**config.mk**
```make
export PLATFORM = sky130hd
export DESIGN_NAME = hazard_stall_unit
export DESIGN_NICKNAME = d
export VERILOG_FILES = /design/src/rtl/hazard_stall_unit.sv
export SDC_FILE = /design/constraint.sdc
export NUM_CORES = 1
export LEC_CHECK = 0
export CAP_MARGIN = 0
export CORE_MARGIN = 3
export CORE_UTILIZATION = 38
export DETAILED_ROUTE_END_ITERATION = 10
export HOLD_SLACK_MARGIN = 0.03
export PLACE_DENSITY_LB_ADDON = 0.12
export SYNTH_ARGS = -nofsm -noshare
export SYNTH_HDL_FRONTEND = slang
export SYNTH_SLANG_ARGS = --single-unit
```
**constraint.sdc**
```tcl
create_clock -name clk_i -period 1.8 [get_ports clk_i]
set_clock_uncertainty 0.05 [all_clocks]
set_input_delay 0.27 -clock clk_i [delete_from_list [all_inputs] [get_ports clk_i]]
set_output_delay 0.27 -clock clk_i [all_outputs]
set_load 0.02 [all_outputs]
```
**src/rtl/hazard_stall_unit.sv**
```systemverilog
// ID-stage hazard detector and stall/flush controller for the 5-stage pipeline.
// Detects load-use hazards, ALU or load results feeding an ID-resolved branch,
// and data-memory waits. Drives the PC/IF_ID enables, ID_EX bubble, IF flush
// and global freeze, and counts stalled cycles in a saturating counter.
//
// Handshake note: this block has no valid/ready pairs. dmem_busy_i acts as a
// level "not ready" from data memory. While it is high, every pipeline
// register holds (freeze_o=1) and no state advances.
module hazard_stall_unit #(
    parameter int CNT_W = 16
) (
    input  logic             clk_i,
    input  logic             rst_i,
    input  logic [4:0]       IF_ID_RS_i,
    input  logic [4:0]       IF_ID_RT_i,
    input  logic             ID_UsesRT_i,
    input  logic             ID_Branch_i,
    input  logic             Branch_taken_i,
    input  logic             Jump_i,
    input  logic             ID_EX_MemRead_i,
    input  logic             ID_EX_RegWrite_i,
    input  logic [4:0]       ID_EX_RD_i,
    input  logic             EX_MEM_MemRead_i,
    input  logic [4:0]       EX_MEM_RD_i,
    input  logic             dmem_busy_i,
    input  logic             stat_clr_i,
    output logic             PC_write_o,
    output logic             IF_ID_write_o,
    output logic             ID_EX_bubble_o,
    output logic             IF_flush_o,
    output logic             freeze_o,
    output logic [CNT_W-1:0] stall_cycles_o,
    output logic             state_dbg_o
);

    typedef enum logic [0:0] {
        RUN     = 1'b0,
        LB_HOLD = 1'b1
    } state_t;

    state_t           r_state;
    state_t           w_state_nxt;
    logic [CNT_W-1:0] r_stall_cycles;

    logic w_hit_e;
    logic w_hit_m;
    logic w_stall_a;
    logic w_stall_b;
    logic w_stall_c;
    logic w_data_stall;

    // Register 0 is hard-wired, so it never creates a dependency.
    assign w_hit_e = (ID_EX_RD_i != 5'd0) &&
                     ((ID_EX_RD_i == IF_ID_RS_i) ||
                      (ID_UsesRT_i && (ID_EX_RD_i == IF_ID_RT_i)));
    assign w_hit_m = (EX_MEM_RD_i != 5'd0) &&
                     ((EX_MEM_RD_i == IF_ID_RS_i) ||
                      (ID_UsesRT_i && (EX_MEM_RD_i == IF_ID_RT_i)));

    assign w_stall_a    = ID_EX_MemRead_i && w_hit_e;
    assign w_stall_b    = ID_Branch_i && ID_EX_RegWrite_i && w_hit_e;
    assign w_stall_c    = ID_Branch_i && EX_MEM_MemRead_i && w_hit_m;
    assign w_data_stall = w_stall_a || w_stall_b || w_stall_c;

    // Next state and outputs. Priority is reset, then freeze, then stall, then flush.
    always_comb begin
        w_state_nxt    = r_state;
        PC_write_o     = 1'b1;
        IF_ID_write_o  = 1'b1;
        ID_EX_bubble_o = 1'b0;
        IF_flush_o     = 1'b0;
        freeze_o       = 1'b0;
        if (!rst_i) begin
            w_state_nxt    = RUN;
            PC_write_o     = 1'b0;
            IF_ID_write_o  = 1'b0;
            ID_EX_bubble_o = 1'b1;
        end else if (dmem_busy_i) begin
            // Hold everything; any pending hazard is re-evaluated afterwards.
            freeze_o      = 1'b1;
            PC_write_o    = 1'b0;
            IF_ID_write_o = 1'b0;
        end else if (r_state == LB_HOLD) begin
            PC_write_o     = 1'b0;
            IF_ID_write_o  = 1'b0;
            ID_EX_bubble_o = 1'b1;
            w_state_nxt    = RUN;
        end else if (w_data_stall) begin
            // Branch/jump outcome is ignored because the operands are stale.
            PC_write_o     = 1'b0;
            IF_ID_write_o  = 1'b0;
            ID_EX_bubble_o = 1'b1;
            if (w_stall_a && ID_Branch_i) begin
                w_state_nxt = LB_HOLD;
            end
        end else begin
            IF_flush_o = (ID_Branch_i && Branch_taken_i) || Jump_i;
        end
    end

    // State register.
    always_ff @(posedge clk_i or negedge rst_i) begin
        if (!rst_i) begin
            r_state <= RUN;
        end else begin
            r_state <= w_state_nxt;
        end
    end

    // Saturating count of cycles with PC_write_o low; clear wins over increment.
    always_ff @(posedge clk_i or negedge rst_i) begin
        if (!rst_i) begin
            r_stall_cycles <= '0;
        end else if (stat_clr_i) begin
            r_stall_cycles <= '0;
        end else if (!PC_write_o && (r_stall_cycles != {CNT_W{1'b1}})) begin
            r_stall_cycles <= r_stall_cycles + 1'b1;
        end
    end

    assign stall_cycles_o = r_stall_cycles;
    assign state_dbg_o    = r_state;

endmodule

```
==> impl_metrics.yaml <==
global_route:
  grt_overflow: 0
  antenna_found_initial: 0
  grt_max_degree: 13
  grt_pass1_vias: 1601
  grt_pass1_wl_um: 6930
  track_usage_pct: 21.3
yosys:
  synth_top_family_by_area: "simple AND/OR/NAND/NOR gates"
  synth_area_um2: 1250
  syn_area_per_cell_um2: 8.71
  synth_cells: 144
  yosysUniqueCellTypes: 39
  synth_seq_cells: 17
  syn_nets: 176
  synth_xor_area_share_pct: 15.4
  synthMuxAreaShare_pct: 2.59
  ys_seq_area_share_pct: 33.9
  yosys.area_share.simple_pct: 25.6
  synth.yosys.warnings: 0
  synth_fa_ha_area_share_pct: 0.998
  synth_compound_area_share_pct: 16.6
route:
  ant_nets: 0
  vias_per_cell: 5.05
  routed_wl_um: 4070
  wl_per_cell_um: 14.3
  num_vias: 1440
  dr.pass1.iters: 4
  drc: 0
  drtIter0Drc: 38
layout:
  stdcell_area_um2: 2290
  finalNonFillerCells: 285
  nets: 274
  diodes: 0
  drive_gt1_share_pct: 41.5
  area_delta_synth_final_pct: 82.6
die:
  pin_count: 53
  start_util_pct: 40.4
  coreArea_um2: 3100
  dieArea_um2: 4020
  num_rows: 20
  die_height_um: 63.4
  die-width_um: 63.4
setup_path:
  critical_path.slowest_cell: "or4_4"
  crit_type: "input port to primary output"
  cp_top_family: "simple AND/OR/NAND/NOR gates"
  crit_fanout: 3
  cp_slowest_stage_delay_ns: 0.49
  critPathArrivalTime_ns: 1.74
  crit_path_start_kind: "input port"
  required_ns: 1.48
  crit_buf_inv: 2
  crit_chain: "buf_2 > or4_4 > o211ai_1 > o21ai_2 > or2_4 > nor2_2 > buf_6"
  end_kind: "primary output"
sta:
  worst_slack_ns: -0.257
  grt_setup_unrepaired: "yes"
  hold_viol: 0
  min_period_over_period_pct: 114
  setup_viol: 19
  fmax_ghz: 0.486
  tightest_slew_ns: 0.363
  slew_headroom_pct: 75.6
  fin_crit_ns: 2.06
  tns_ns: -3.36
  maxSlewViolCount: 0
status:
  failed_checks: "setup timing"
  status: "complete, but fails checks"
clock_tree:
  clock-sinks: 17
  clk-insertion-delay-late_ns: 0.29
  cts_tree: "done"
  htree_levels: 1
  cts.clk_slew.worst_paths_ns: 0.10
  cts_buffers: 3
  cts_root_buffer: "clkbuf_4"
  clk_path_buf_depth: 2
pwr:
  p_leak_nw: 1.01
  power_density_nw_per_um2: 413
  irDropWorstVdd_uv: 275
hold_path:
  hp-class: "input port to asynchronous set/reset pin"
placed_design:
  dp_hpwl_um: 3040
  post_dp_cell_area_um2: 2100
  gp_congestion: 0.837
  port_buffers: 52
  pre_cts_slack_ns: -1.08
  numPlacedInstances: 274
flow_run:
  drv_cap: 0
[power breakdown]
group | total [W] | internal (W) | switching (W)
Clock | 0.000212 | 0.0000859 | 0.000126
Combinational | 0.000341 | 0.000182 | 0.000159
Sequential | 0.000394 | 0.000389 | 0.00000477
Total | 0.000947 | 0.000657 | 0.000290
[cell usage in the layout, fill, tap and decap left out, types with 2 or more instances in the layout]
cell type,Yosys,layout
buf_4,1,41
clkdlybuf4s50_1,0,27
xor2_1,20,18
dfrtp_1,17,17
buf_6,2,14
nor2_1,12,10
nand4_1,7,7
buf_2,1,7
a21oi_2,0,6
nand2_1,6,6
o21ai_1,0,5
dlygate4sd2_1,0,5
a21oi_1,11,4
and3_1,4,4
inv_1,5,4
o21ai_0,9,4
or3_4,0,4
nand3_1,3,3
or3_1,7,3
nor2b_1,3,3
clkbuf_4,0,3
nor4_2,1,2
xnor2_1,2,2
nor3_1,4,2
or4_4,0,2
xor2_2,0,2
nor3_2,0,2
and2_1,2,2
mux2_4,0,2
clkdlybuf4s15_1,0,2
[routing by layer]
metal	share of wire, %	global-route usage [%]	vias to the layer above
li1	-	-	712
met1	41	24.9	673
met2	53	38.3	47
met3	4.3	3.57	8
met4	2.0	8.09	0
met5	0	0	-
[area by class of cell]
class / instances / area, um^2
multi-input combinational: 116 / 895
fill: 245 / 813
inverter: 5 / 22.5
clock buffer: 4 / 26.3
timing repair buffer: 99 / 866
sequential: 17 / 425
tap: 44 / 55.1
[stage by stage]
step	hold WS, ns	utilization (%)	total power, W
floorplan	-0.0756	-	0.000522
global placement	0.513	67.8	0.000697
detailed placement	0.538	67.8	0.000708
CTS	0.325	71.7	0.000937
global route	0.324	73.8	0.00100
finish	0.331	73.8	0.000947
[timing repair]
action                     in CTS  in global routing
gates resized for setup       113                 15
hold buffers                    0                  0
setup endpoints to repair      21                 20
setup buffers                   4                  3
gates cloned                    1                  0
pin swaps                      23                  7
[flip-flops by register name, indices dropped and copies added (netlist names)]
name and cells:
stall_cycles_o 16, state_dbg_o 1
[worst paths after layout]
| check | slack [ns] | to | start | cells past startpoint |
|---|---|---|---|---|
| max | -0.26 | IF_flush_o | EX_MEM_RD_i[1] | 7 |
| min | 0.33 | stall_cycles_o[0] | rst_i | 2 |
| min in group clk_i | 0.44 | state_dbg_o | ID_EX_RD_i[0] | 6 |
| max reg2reg | 0.02 | stall_cycles_o[15] | state_dbg_o | 7 |
| min reg2reg | 0.56 | stall_cycles_o[10] | stall_cycles_o[10] | 2 |
| max in group asynchronous | 1.18 | stall_cycles_o[10] | rst_i | 2 |
[Yosys cell counts (all sizes together)]
cell / n / area, um^2
a211o: 1 / 8.76
a21boi: 1 / 7.51
a21oi: 11 / 55.1
a31o: 2 / 17.5
a32oi: 2 / 17.5
and2: 2 / 12.5
and3: 4 / 25.0
buf: 5 / 38.8
clkbuf: 1 / 3.75
dfrtp: 17 / 425
ha: 1 / 12.5
inv: 5 / 18.8
mux2: 2 / 22.5
mux2i: 1 / 10.0
nand2: 6 / 22.5
nand3: 3 / 15.0
nand3b: 1 / 7.51
nand4: 7 / 43.8
nor2: 12 / 45.0
nor2b: 3 / 18.8
nor3: 4 / 20.0
nor3b: 1 / 7.51
nor4: 3 / 25.0
o211ai: 1 / 7.51
o21ai: 11 / 62.6
o21ba: 1 / 10.0
o31a: 1 / 8.76
o31ai: 1 / 12.5
or2: 2 / 12.5
or3: 7 / 43.8
or4: 3 / 22.5
xnor2: 2 / 17.5
xor2: 20 / 175
[kinds of logic (layout without fill, tap and decap cells)]
| family | count (synthesis) | in the layout |
|---|---|---|
| flip-flops | 17 | 17 |
| AO/OA/AOI/OAI | 32 | 32 |
| buffers and inverters | 11 | 108 |
| multiplexers | 3 | 3 |
| XOR/XNOR | 22 | 22 |
| AND/OR/NAND/NOR | 58 | 58 |
| adder cells (fa/ha/maj) | 1 | 1 |
No activity file was read; power rests on OpenSTA's default activity.
